$ cat config.mk
export PLATFORM = sky130hd
export DESIGN_NAME = plot_cmd_queue
export DESIGN_NICKNAME = d
export VERILOG_FILES = /design/src/rtl/snake_pkg.sv /design/src/rtl/cmd_fifo.sv /design/src/rtl/plot_cmd_queue.sv
export SDC_FILE = /design/constraint.sdc
export NUM_CORES = 1
export LEC_CHECK = 0
export CAP_MARGIN = 5
export CORE_MARGIN = 2
export CORE_UTILIZATION = 57
export CTS_CLUSTER_DIAMETER = 50
export CTS_CLUSTER_SIZE = 30
export DETAILED_ROUTE_END_ITERATION = 6
export PLACE_DENSITY = 0.8
export SYNTH_ARGS = -nofsm -noshare
export SYNTH_HDL_FRONTEND = slang
export SYNTH_SLANG_ARGS = --single-unit
export TNS_END_PERCENT = 100
$ cat constraint.sdc
create_clock -name clk -period 3.3 [get_ports clk]
set_input_delay 0.33 -clock clk [delete_from_list [all_inputs] [get_ports clk]]
set_output_delay 0.33 -clock clk [all_outputs]
set_load 0.01 [all_outputs]
$ cat src/rtl/snake_pkg.sv
// Shared types for the plot command path between the game control FSM and the cell plotter.
package snake_pkg;

   localparam int unsigned GRID_W   = 4;
   localparam int unsigned COLOUR_W = 3;

   typedef struct packed {
      logic [GRID_W-1:0]   x;
      logic [GRID_W-1:0]   y;
      logic [COLOUR_W-1:0] colour;
   } plot_cmd_t;

   typedef enum logic {
      StIdle,
      StIssue
   } dn_state_e;

endpackage

$ cat src/rtl/cmd_fifo.sv
// Synchronous FIFO of plot commands with a separate occupancy counter so full/empty never alias.
module cmd_fifo #(
   parameter int unsigned DEPTH = 8,
   parameter type         entry_t = snake_pkg::plot_cmd_t,
   localparam int unsigned AW = $clog2(DEPTH),
   localparam int unsigned CW = AW + 1
) (
   input  logic          clk,
   input  logic          rst,
   input  logic          push,
   input  logic          pop,
   input  logic          flush,
   input  entry_t        wdata,
   output entry_t        head,
   output logic [CW-1:0] count,
   output logic          full,
   output logic          empty
);

   entry_t          mem_q [DEPTH];
   logic [AW-1:0]   wr_ptr_q, wr_ptr_d;
   logic [AW-1:0]   rd_ptr_q, rd_ptr_d;
   logic [CW-1:0]   count_q, count_d;
   logic            do_push, do_pop;

   assign full    = (count_q == CW'(DEPTH));
   assign empty   = (count_q == '0);
   assign do_push = push & ~full & ~flush;
   assign do_pop  = pop & ~empty & ~flush;
   assign head    = mem_q[rd_ptr_q];
   assign count   = count_q;

   always_comb begin
      wr_ptr_d = wr_ptr_q;
      rd_ptr_d = rd_ptr_q;
      count_d  = count_q;
      if (flush) begin
         wr_ptr_d = '0;
         rd_ptr_d = '0;
         count_d  = '0;
      end else begin
         if (do_push) wr_ptr_d = wr_ptr_q + AW'(1);
         if (do_pop)  rd_ptr_d = rd_ptr_q + AW'(1);
         if (do_push && !do_pop)      count_d = count_q + CW'(1);
         else if (!do_push && do_pop) count_d = count_q - CW'(1);
      end
   end

   always_ff @(posedge clk or posedge rst) begin
      if (rst) begin
         wr_ptr_q <= '0;
         rd_ptr_q <= '0;
         count_q  <= '0;
      end else begin
         wr_ptr_q <= wr_ptr_d;
         rd_ptr_q <= rd_ptr_d;
         count_q  <= count_d;
      end
   end

   // Storage needs no reset: count gates every read.
   always_ff @(posedge clk) begin
      if (do_push) mem_q[wr_ptr_q] <= wdata;
   end

endmodule

$ cat src/rtl/plot_cmd_queue.sv
// Buffers plot commands from the control FSM and re-issues them in order to the cell plotter.
module plot_cmd_queue #(
   parameter int unsigned DEPTH    = 8,
   parameter int unsigned COLOUR_W = 3,
   localparam int unsigned CW      = $clog2(DEPTH) + 1
) (
   input  logic                        clk,
   input  logic                        rst,
   input  logic                        cmd_plot,
   input  logic [snake_pkg::GRID_W-1:0] cmd_x,
   input  logic [snake_pkg::GRID_W-1:0] cmd_y,
   input  logic [COLOUR_W-1:0]         cmd_colour,
   output logic                        cmd_waitrequest,
   input  logic                        flush,
   output logic                        dn_plot,
   output logic [snake_pkg::GRID_W-1:0] dn_x,
   output logic [snake_pkg::GRID_W-1:0] dn_y,
   output logic [COLOUR_W-1:0]         dn_colour,
   input  logic                        dn_waitrequest,
   output logic [CW-1:0]               count,
   output logic                        busy
);

   import snake_pkg::GRID_W;
   import snake_pkg::dn_state_e;
   import snake_pkg::StIdle;
   import snake_pkg::StIssue;

   typedef struct packed {
      logic [GRID_W-1:0]   x;
      logic [GRID_W-1:0]   y;
      logic [COLOUR_W-1:0] colour;
   } cmd_t;

   dn_state_e state_q, state_d;
   cmd_t      dn_cmd_q, dn_cmd_d;
   logic      dn_plot_q, dn_plot_d;
   cmd_t      wr_cmd, head;
   logic      accept, pop, full, empty;

   // Full comes from the registered count only, so no path from dn_waitrequest.
   assign cmd_waitrequest = rst | flush | full;
   assign accept          = cmd_plot & ~cmd_waitrequest;
   assign wr_cmd          = '{x: cmd_x, y: cmd_y, colour: cmd_colour};

   cmd_fifo #(
      .DEPTH   (DEPTH),
      .entry_t (cmd_t)
   ) u_fifo (
      .clk   (clk),
      .rst   (rst),
      .push  (accept),
      .pop   (pop),
      .flush (flush),
      .wdata (wr_cmd),
      .head  (head),
      .count (count),
      .full  (full),
      .empty (empty)
   );

   always_comb begin
      state_d   = state_q;
      dn_cmd_d  = dn_cmd_q;
      dn_plot_d = dn_plot_q;
      pop       = 1'b0;
      unique case (state_q)
         StIdle: begin
            if (!empty && !flush) begin
               pop       = 1'b1;
               dn_cmd_d  = head;
               dn_plot_d = 1'b1;
               state_d   = StIssue;
            end
         end
         StIssue: begin
            if (!dn_waitrequest) begin
               if (!empty && !flush) begin
                  pop      = 1'b1;
                  dn_cmd_d = head;
               end else begin
                  dn_plot_d = 1'b0;
                  state_d   = StIdle;
               end
            end
         end
      endcase
   end

   always_ff @(posedge clk or posedge rst) begin
      if (rst) begin
         state_q   <= StIdle;
         dn_cmd_q  <= '0;
         dn_plot_q <= 1'b0;
      end else begin
         state_q   <= state_d;
         dn_cmd_q  <= dn_cmd_d;
         dn_plot_q <= dn_plot_d;
      end
   end

   assign dn_plot   = dn_plot_q;
   assign dn_x      = dn_cmd_q.x;
   assign dn_y      = dn_cmd_q.y;
   assign dn_colour = dn_cmd_q.colour;
   assign busy      = (count != '0) | (state_q == StIssue);

endmodule

Word-level counts from Yosys, hierarchy flattened
Memory sizes are Yosys's and may differ from the RTL's.
Cells that the tools add are included.
{"block": "totals", "register_bits": 23, "rom_bits": 0, "latch_bits": 0, "output_inout_bits": 18, "input_bits": 16, "ramBits": 88, "n_memories": 1}
{"block": "classes", "n_addsub": 4, "n_eq_ne": 4, "n_mul": 0, "div": 0, "mux": 21, "shift": 0, "magnitude_cmp": 0, "bitwise_logic": 13, "reduce_logical": 13}
{"name": "u_fifo.mem_q", "words": 8, "width": 11, "read_ports": 1, "rd_clocked_by_memory_dff": 0, "write_ports": 1, "line_no": "cmd_fifo.sv:20", "rtl": "entry_t mem_q [DEPTH];"}
{"op": "11-bit two-way mux", "count": 2}
{"op": "11-bit one-hot mux with 2 select lines", "count": 1}
{"op": "3-bit two-way mux", "count": 4}
{"op": "4-bit two-way mux", "count": 3}
{"op": "1-bit two-way mux", "count": 8}
{"op": "3-bit by 1-bit adder with 3-bit output, second input constant", "count": 2}
{"op": "2-bit != test, second input constant", "count": 3}
{"op": "1-bit one-hot mux with 2 select lines", "count": 3}
{"op": "1-bit bitwise AND", "count": 5}
{"op": "1-bit inverter", "count": 5}
{"op": "4-bit by 1-bit adder with 4-bit output, second input constant", "count": 1}
{"op": "4-bit equality test, second input constant", "count": 1}
{"op": "1-bit logical NOT", "count": 4}
{"op": "4-bit logical NOT", "count": 1}
{"op": "2-bit nonzero test", "count": 2}
{"op": "4-bit nonzero test", "count": 1}
{"op": "4-bit by 1-bit subtractor with 4-bit output, second input constant", "count": 1}
{"op": "1-bit logical AND", "count": 3}
{"op": "1-bit OR", "count": 3}
{"op": "3-bit AND reduction", "count": 1}
{"op": "3-bit nonzero test", "count": 1}

Depth between registers and ports, before layout
{"block": "depth", "depth_word": 12, "ltp_mapped": 10, "mapped_depth_nobuf": 9}

By module
A second synthesis with hierarchy kept.
{"block": "unflattened", "hier_cells": 249, "hier_area_um2": 4648.2}
{"mod": "cmd_fifo", "instances": 1, "area_per_inst_um2": 4053.9, "cells_each": 210, "seq_area_each_um2": 2892.8}
{"mod": "plot_cmd_queue", "instances": 1, "area_per_inst_um2": 594.3, "cells_each": 39, "seq_area_each_um2": 325.3}

Least setup slack after synthesis
No wires, ideal clock.
{"block": "synth_timing", "path_kind": "register -> register", "startpoint": "register u_fifo.count_q[3] (netlist: u_fifo.count[3])", "endpoint": "memory u_fifo.mem_q[2][0] in the netlist's numbering (enable)", "arrival_time_ns": 2.160, "required_time_ns": 2.892, "path_buffers": 1, "stages_incl_launch_ff": 6, "setup_slack_ns": 0.732, "path_cell_list": "dfrtp_1 or4b_4 and3_4 buf_6 nand2_1 nor4_1"}
{"block": "synth_via", "elab_chain_cells": 8, "word_cells_on_any_way": 9}
{"element": "start: declaration", "line_no": "cmd_fifo.sv:23", "rtl": "logic [CW-1:0] count_q, count_d;"}
{"element": "start signal: assignment", "line_no": "cmd_fifo.sv:57", "rtl": "count_q <= count_d;"}
{"element": "4-bit equality test (*)", "line_no": "cmd_fifo.sv:26", "rtl": "assign full = (count_q == CW'(DEPTH));"}
{"element": "1-bit OR", "line_no": "plot_cmd_queue.sv:42", "rtl": "assign cmd_waitrequest = rst | flush | full;"}
{"element": "1-bit inverter", "line_no": "plot_cmd_queue.sv:43", "rtl": "assign accept = cmd_plot & ~cmd_waitrequest;"}
{"element": "1-bit bitwise AND", "line_no": "plot_cmd_queue.sv:43"}
{"element": "1-bit bitwise AND (*) (2 in a row)", "line_no": "cmd_fifo.sv:28", "rtl": "assign do_push = push & ~full & ~flush;"}
{"element": "1-bit two-way mux (*)", "line_no": "cmd_fifo.sv:63", "rtl": "if (do_push) mem_q[wr_ptr_q] <= wdata;"}
{"element": "1-bit two-way mux (not written as such) (*)", "line_no": "cmd_fifo.sv:63"}
{"element": "end: declaration", "line_no": "cmd_fifo.sv:20"}
Every way passes the cells marked *; elsewhere a longest branch is shown, timed or not.

Worst setup path in the final report
{"block": "layout_timing", "startpoint": "register u_fifo.count_q[2] (netlist: u_fifo.count[2])", "endpoint": "register u_fifo.count_q[3] (netlist: u_fifo.count[3])"}
{"block": "layout_via", "elab_chain_cells": 12, "word_cells_on_any_way": 26}
{"element": "4-bit logical NOT", "line_no": "cmd_fifo.sv:27", "rtl": "assign empty = (count_q == '0);"}
{"element": "1-bit logical NOT", "line_no": "plot_cmd_queue.sv:69, plot_cmd_queue.sv:78"}
{"element": "1-bit logical AND", "line_no": "plot_cmd_queue.sv:69, plot_cmd_queue.sv:78"}
{"element": "1-bit two-way mux", "line_no": "plot_cmd_queue.sv:69, plot_cmd_queue.sv:78"}
{"element": "1-bit two-way mux", "line_no": "plot_cmd_queue.sv:77", "rtl": "if (!dn_waitrequest) begin"}
{"element": "1-bit one-hot mux with 2 select lines", "line_no": "plot_cmd_queue.sv:67", "rtl": "unique case (state_q)"}
{"element": "1-bit bitwise AND (2 in a row)", "line_no": "cmd_fifo.sv:29", "rtl": "assign do_pop = pop & ~empty & ~flush;"}
{"element": "1-bit logical NOT", "line_no": "cmd_fifo.sv:44", "rtl": "if (do_push && !do_pop) count_d = count_q + CW'(1);"}
{"element": "1-bit logical AND", "line_no": "cmd_fifo.sv:44"}
{"element": "4-bit two-way mux", "line_no": "cmd_fifo.sv:44"}
{"element": "4-bit two-way mux", "line_no": "cmd_fifo.sv:37", "rtl": "if (flush) begin"}
Several ways; a longest one is shown, not always the timed one. The select of a mux whose other input is x is not followed.
A chain may end at the register's enable or synchronous reset.

==> key figures <==
Logic synthesis
  • Top-area cell type share of the netlist area: between 50% and 60%
  • Mapped Nets: approximately 270
  • Post-synth ARST share: 20.7%
  • Synth Instances: 250
  • EDFF count, synth: 88
  • Top cells by count, synth: edfxtp_1, dfrtp_1, nand2_1
  • Synth unique cells: 32
  • Dominant cells by area after synthesis: edfxtp_1, dfrtp_1, mux4_2, mux2i_1, nand2_1
  • Area leader, netlist: edfxtp_1
  • Sequential-to-total area share from yosys stat: 72.5%
  • #FFs+latches synth: between 100 and 150
  • Post-Syn Area: roughly 0.0044 mm²
  • Ys flop type: edfxtp_1
  • Yosys warns: 0
  • Synth Area per Inst: about 18 µm²
  • Most common cell in the synthesized netlist: edfxtp_1

Floorplanning
  • Boundary pin count: 34
  • Die W: 92.3 µm
  • Die Y: 92.3 µm
  • FP Rows: 32
  • Starting Density: 58.1%
  • Die area: between 0.008 and 0.009 mm²
  • CORE AREA: roughly 0.0076 mm²

Drt
  • DRC viols: 0
  • DRT iter0 DRCs: ~180
  • Vias per cell: ~5.7
  • Via count: 2,282
  • ANT nets after route: 0
  • DRT Pass-1 Iters: 5
  • Routed WL: 7.83 mm
  • Wirelength per Cell: around 19 µm

Cells and area
  • Layout area overhead: 16.1%
  • Nets@finish: between 300 and 400
  • Fill cells: roughly 510
  • Fin cells: 403
  • ANT cells: 0
  • Ratio of cells with drive above 1 in the final layout: roughly a fifth

Clock tree
  • Root buffer cell: clkbuf_8
  • # Post-CTS Setup Buffers: 0
  • Htree depth: 3
  • Later-pin clock latency in the skew report: 0.38 ns
  • CTS clock-pin slew for the worst setup and hold paths: around 0.11 ns
  • CTS max path bufs: 2
  • CTS Sinks: between 100 and 150
  • CTS tree: done
  • Hold_buf cts: 0
  • CTS buffer count: 9
  • Post-cts sizing count: 0

Placed design
  • Dpl ws: between 0.6 and 0.7 ns
  • Post-Place Cells: between 300 and 400
  • Hpwl dp: between 5 and 6 mm
  • GPL Wtd Cong: roughly 0.86
  • Buffers on Ports: 33

Worst setup path
  • Worst r2r path cells: 9
  • CP Data Arrival Time: about 2.9 ns
  • Startpoint types: flip-flop
  • Crit path max fanout: 7
  • Critical Path End Type: flip-flop
  • CP Data Required Time: between 3 and 4 ns
  • CP Class: flip-flop to flip-flop

STA
  • Setup Skew: between 0.01 and 0.015 ns
  • Fmax: around 0.38 GHz
  • Worst slack on hold paths: roughly 0.46 ns
  • Setup TNS: 0 ns
  • Final hold viol count: 0
  • Max transition margin: 41.3%
  • Final slew viol count: 0
  • Final Setup Violations: 0
  • Minimum clock period: around 2.6 ns
  • RSZ-0062 raised after global routing: no
  • Fin crit share: 79.1%
  • Fin worst setup slack: ~0.69 ns
  • Slew of the pin with the lowest slew margin: about 0.9 ns

Worst hold path
  • Hold Path Class: primary input to asynchronous set/reset pin

Global route
  • Initial antenna violation count: 0
  • GRT met3 Usage: between 4 and 5%
  • Largest net degree at the start of global routing: 25
  • Met1 usage: 27.7%
  • Layer with the highest usage: met2
  • Vias in the first global route: approximately 2,300
  • Met2 Usage GRT: 32.1%
  • GRT Total Usage: about a fifth
  • First-pass GRT wire length: ~12 mm
  • GRT Residual Overflow: 0

Power
  • Peak supply drop: ~0.31 mV
  • Pwr Density: ~700 mW/mm²
  • Pleak: between 1.5 and 2 nW

Run status
  • Outcome: finished, final reports clean

Flow run
  • Max-cap viol count: 0
-- report_power, final --
group / internal, W / switching, W / total [W]
Combinational: 0.000586 / 0.000452 / 0.00104
Sequential: 0.00163 / 0.000135 / 0.00176
Clock: 0.000290 / 0.000467 / 0.000757
-- per-layer routing --
layer  part of all wire [%]  routed length, µm
met1                     42               3260
met2                     51               3990
met3                    6.0                467
met4                    1.4                110
met5                      0                  0
-- worst max-delay path, stage by stage, from the launching register on --
cell     delay [ns]
dfrtp_1        0.46
or4b_4         0.57
and3_4         0.24
nand2_2        0.12
ha_1           0.23
a21o_1         0.17
a21oi_1        0.27
nor3_1         0.09
a21o_1         0.16
o22a_1         0.20
-- cell usage in the layout, fill, tap and decap left out, types with 2 or more instances in the layout --
| cell type | instances |
|---|---|
| a21o_1 | 3 |
| a21oi_1 | 7 |
| buf_4 | 13 |
| clkbuf_8 | 9 |
| clkdlybuf4s50_1 | 33 |
| clkinv_4 | 2 |
| dfrtp_1 | 23 |
| edfxtp_1 | 88 |
| ha_1 | 4 |
| inv_1 | 4 |
| mux2i_1 | 11 |
| mux4_2 | 22 |
| nand2_1 | 23 |
| nand2_2 | 2 |
| nand3_1 | 2 |
| nor2_1 | 10 |
| nor3_1 | 3 |
| nor4b_2 | 2 |
| o21ai_0 | 17 |
| xnor2_1 | 3 |
| xor2_1 | 2 |
-- area by class of cell --
cell class                 count  area (µm²)  area share, %
clock buffer                   9         124           2.40
clock inverter                 7        66.3           1.29
inverter                       5        18.8          0.364
multi-input combinational    123        1170           22.8
sequential                   111        3220           62.4
tap                          102         128           2.48
timing repair buffer          46         428           8.30
-- flip-flops by register name, summed over array words and instances, names as in the netlist --
signal	count
dn_plot	1
u_fifo.count	4
dn_y	4
u_fifo.mem_q	88
dn_x	4
dn_colour	3
u_fifo.wr_ptr_q	3
state_q	1
u_fifo.rd_ptr_q	3
-- per-stage QoR --
stage	util [%]	power, W	area (µm²)
after global routing	67.4	0.00377	5160
final	67.4	0.00356	5160
after CTS	67.4	0.00361	5160
after global placement	64.9	0.00282	4970
after detailed placement	64.9	0.00285	4970
after floorplan	-	0.00246	4440
-- cells by family (layout without fill, tap and decap cells) --
logic type	after synthesis	in the layout	synth area share, %
XOR/XNOR	6	6	1.61
AND/OR/NAND/NOR	50	50	5.49
flip-flops	111	111	72.5
adder cells (fa/ha/maj)	5	5	1.58
AO/OA/AOI/OAI	29	29	3.58
buffers and inverters	16	67	1.63
multiplexers	33	33	13.6
-- worst paths after layout --
path	endpoint	slack, ns	from
worst max-delay path	u_fifo.count[3]	0.69	u_fifo.count[2]
worst min-delay path	dn_colour[1]	0.46	rst
worst max register to register	u_fifo.count[3]	0.69	u_fifo.count[2]
worst min register to register	dn_y[2]	0.49	dn_y[2]
max in group asynchronous	dn_x[3]	2.29	rst
min in group clk	dn_y[2]	0.49	dn_y[2]
Power figures use the tool's default switching activity.
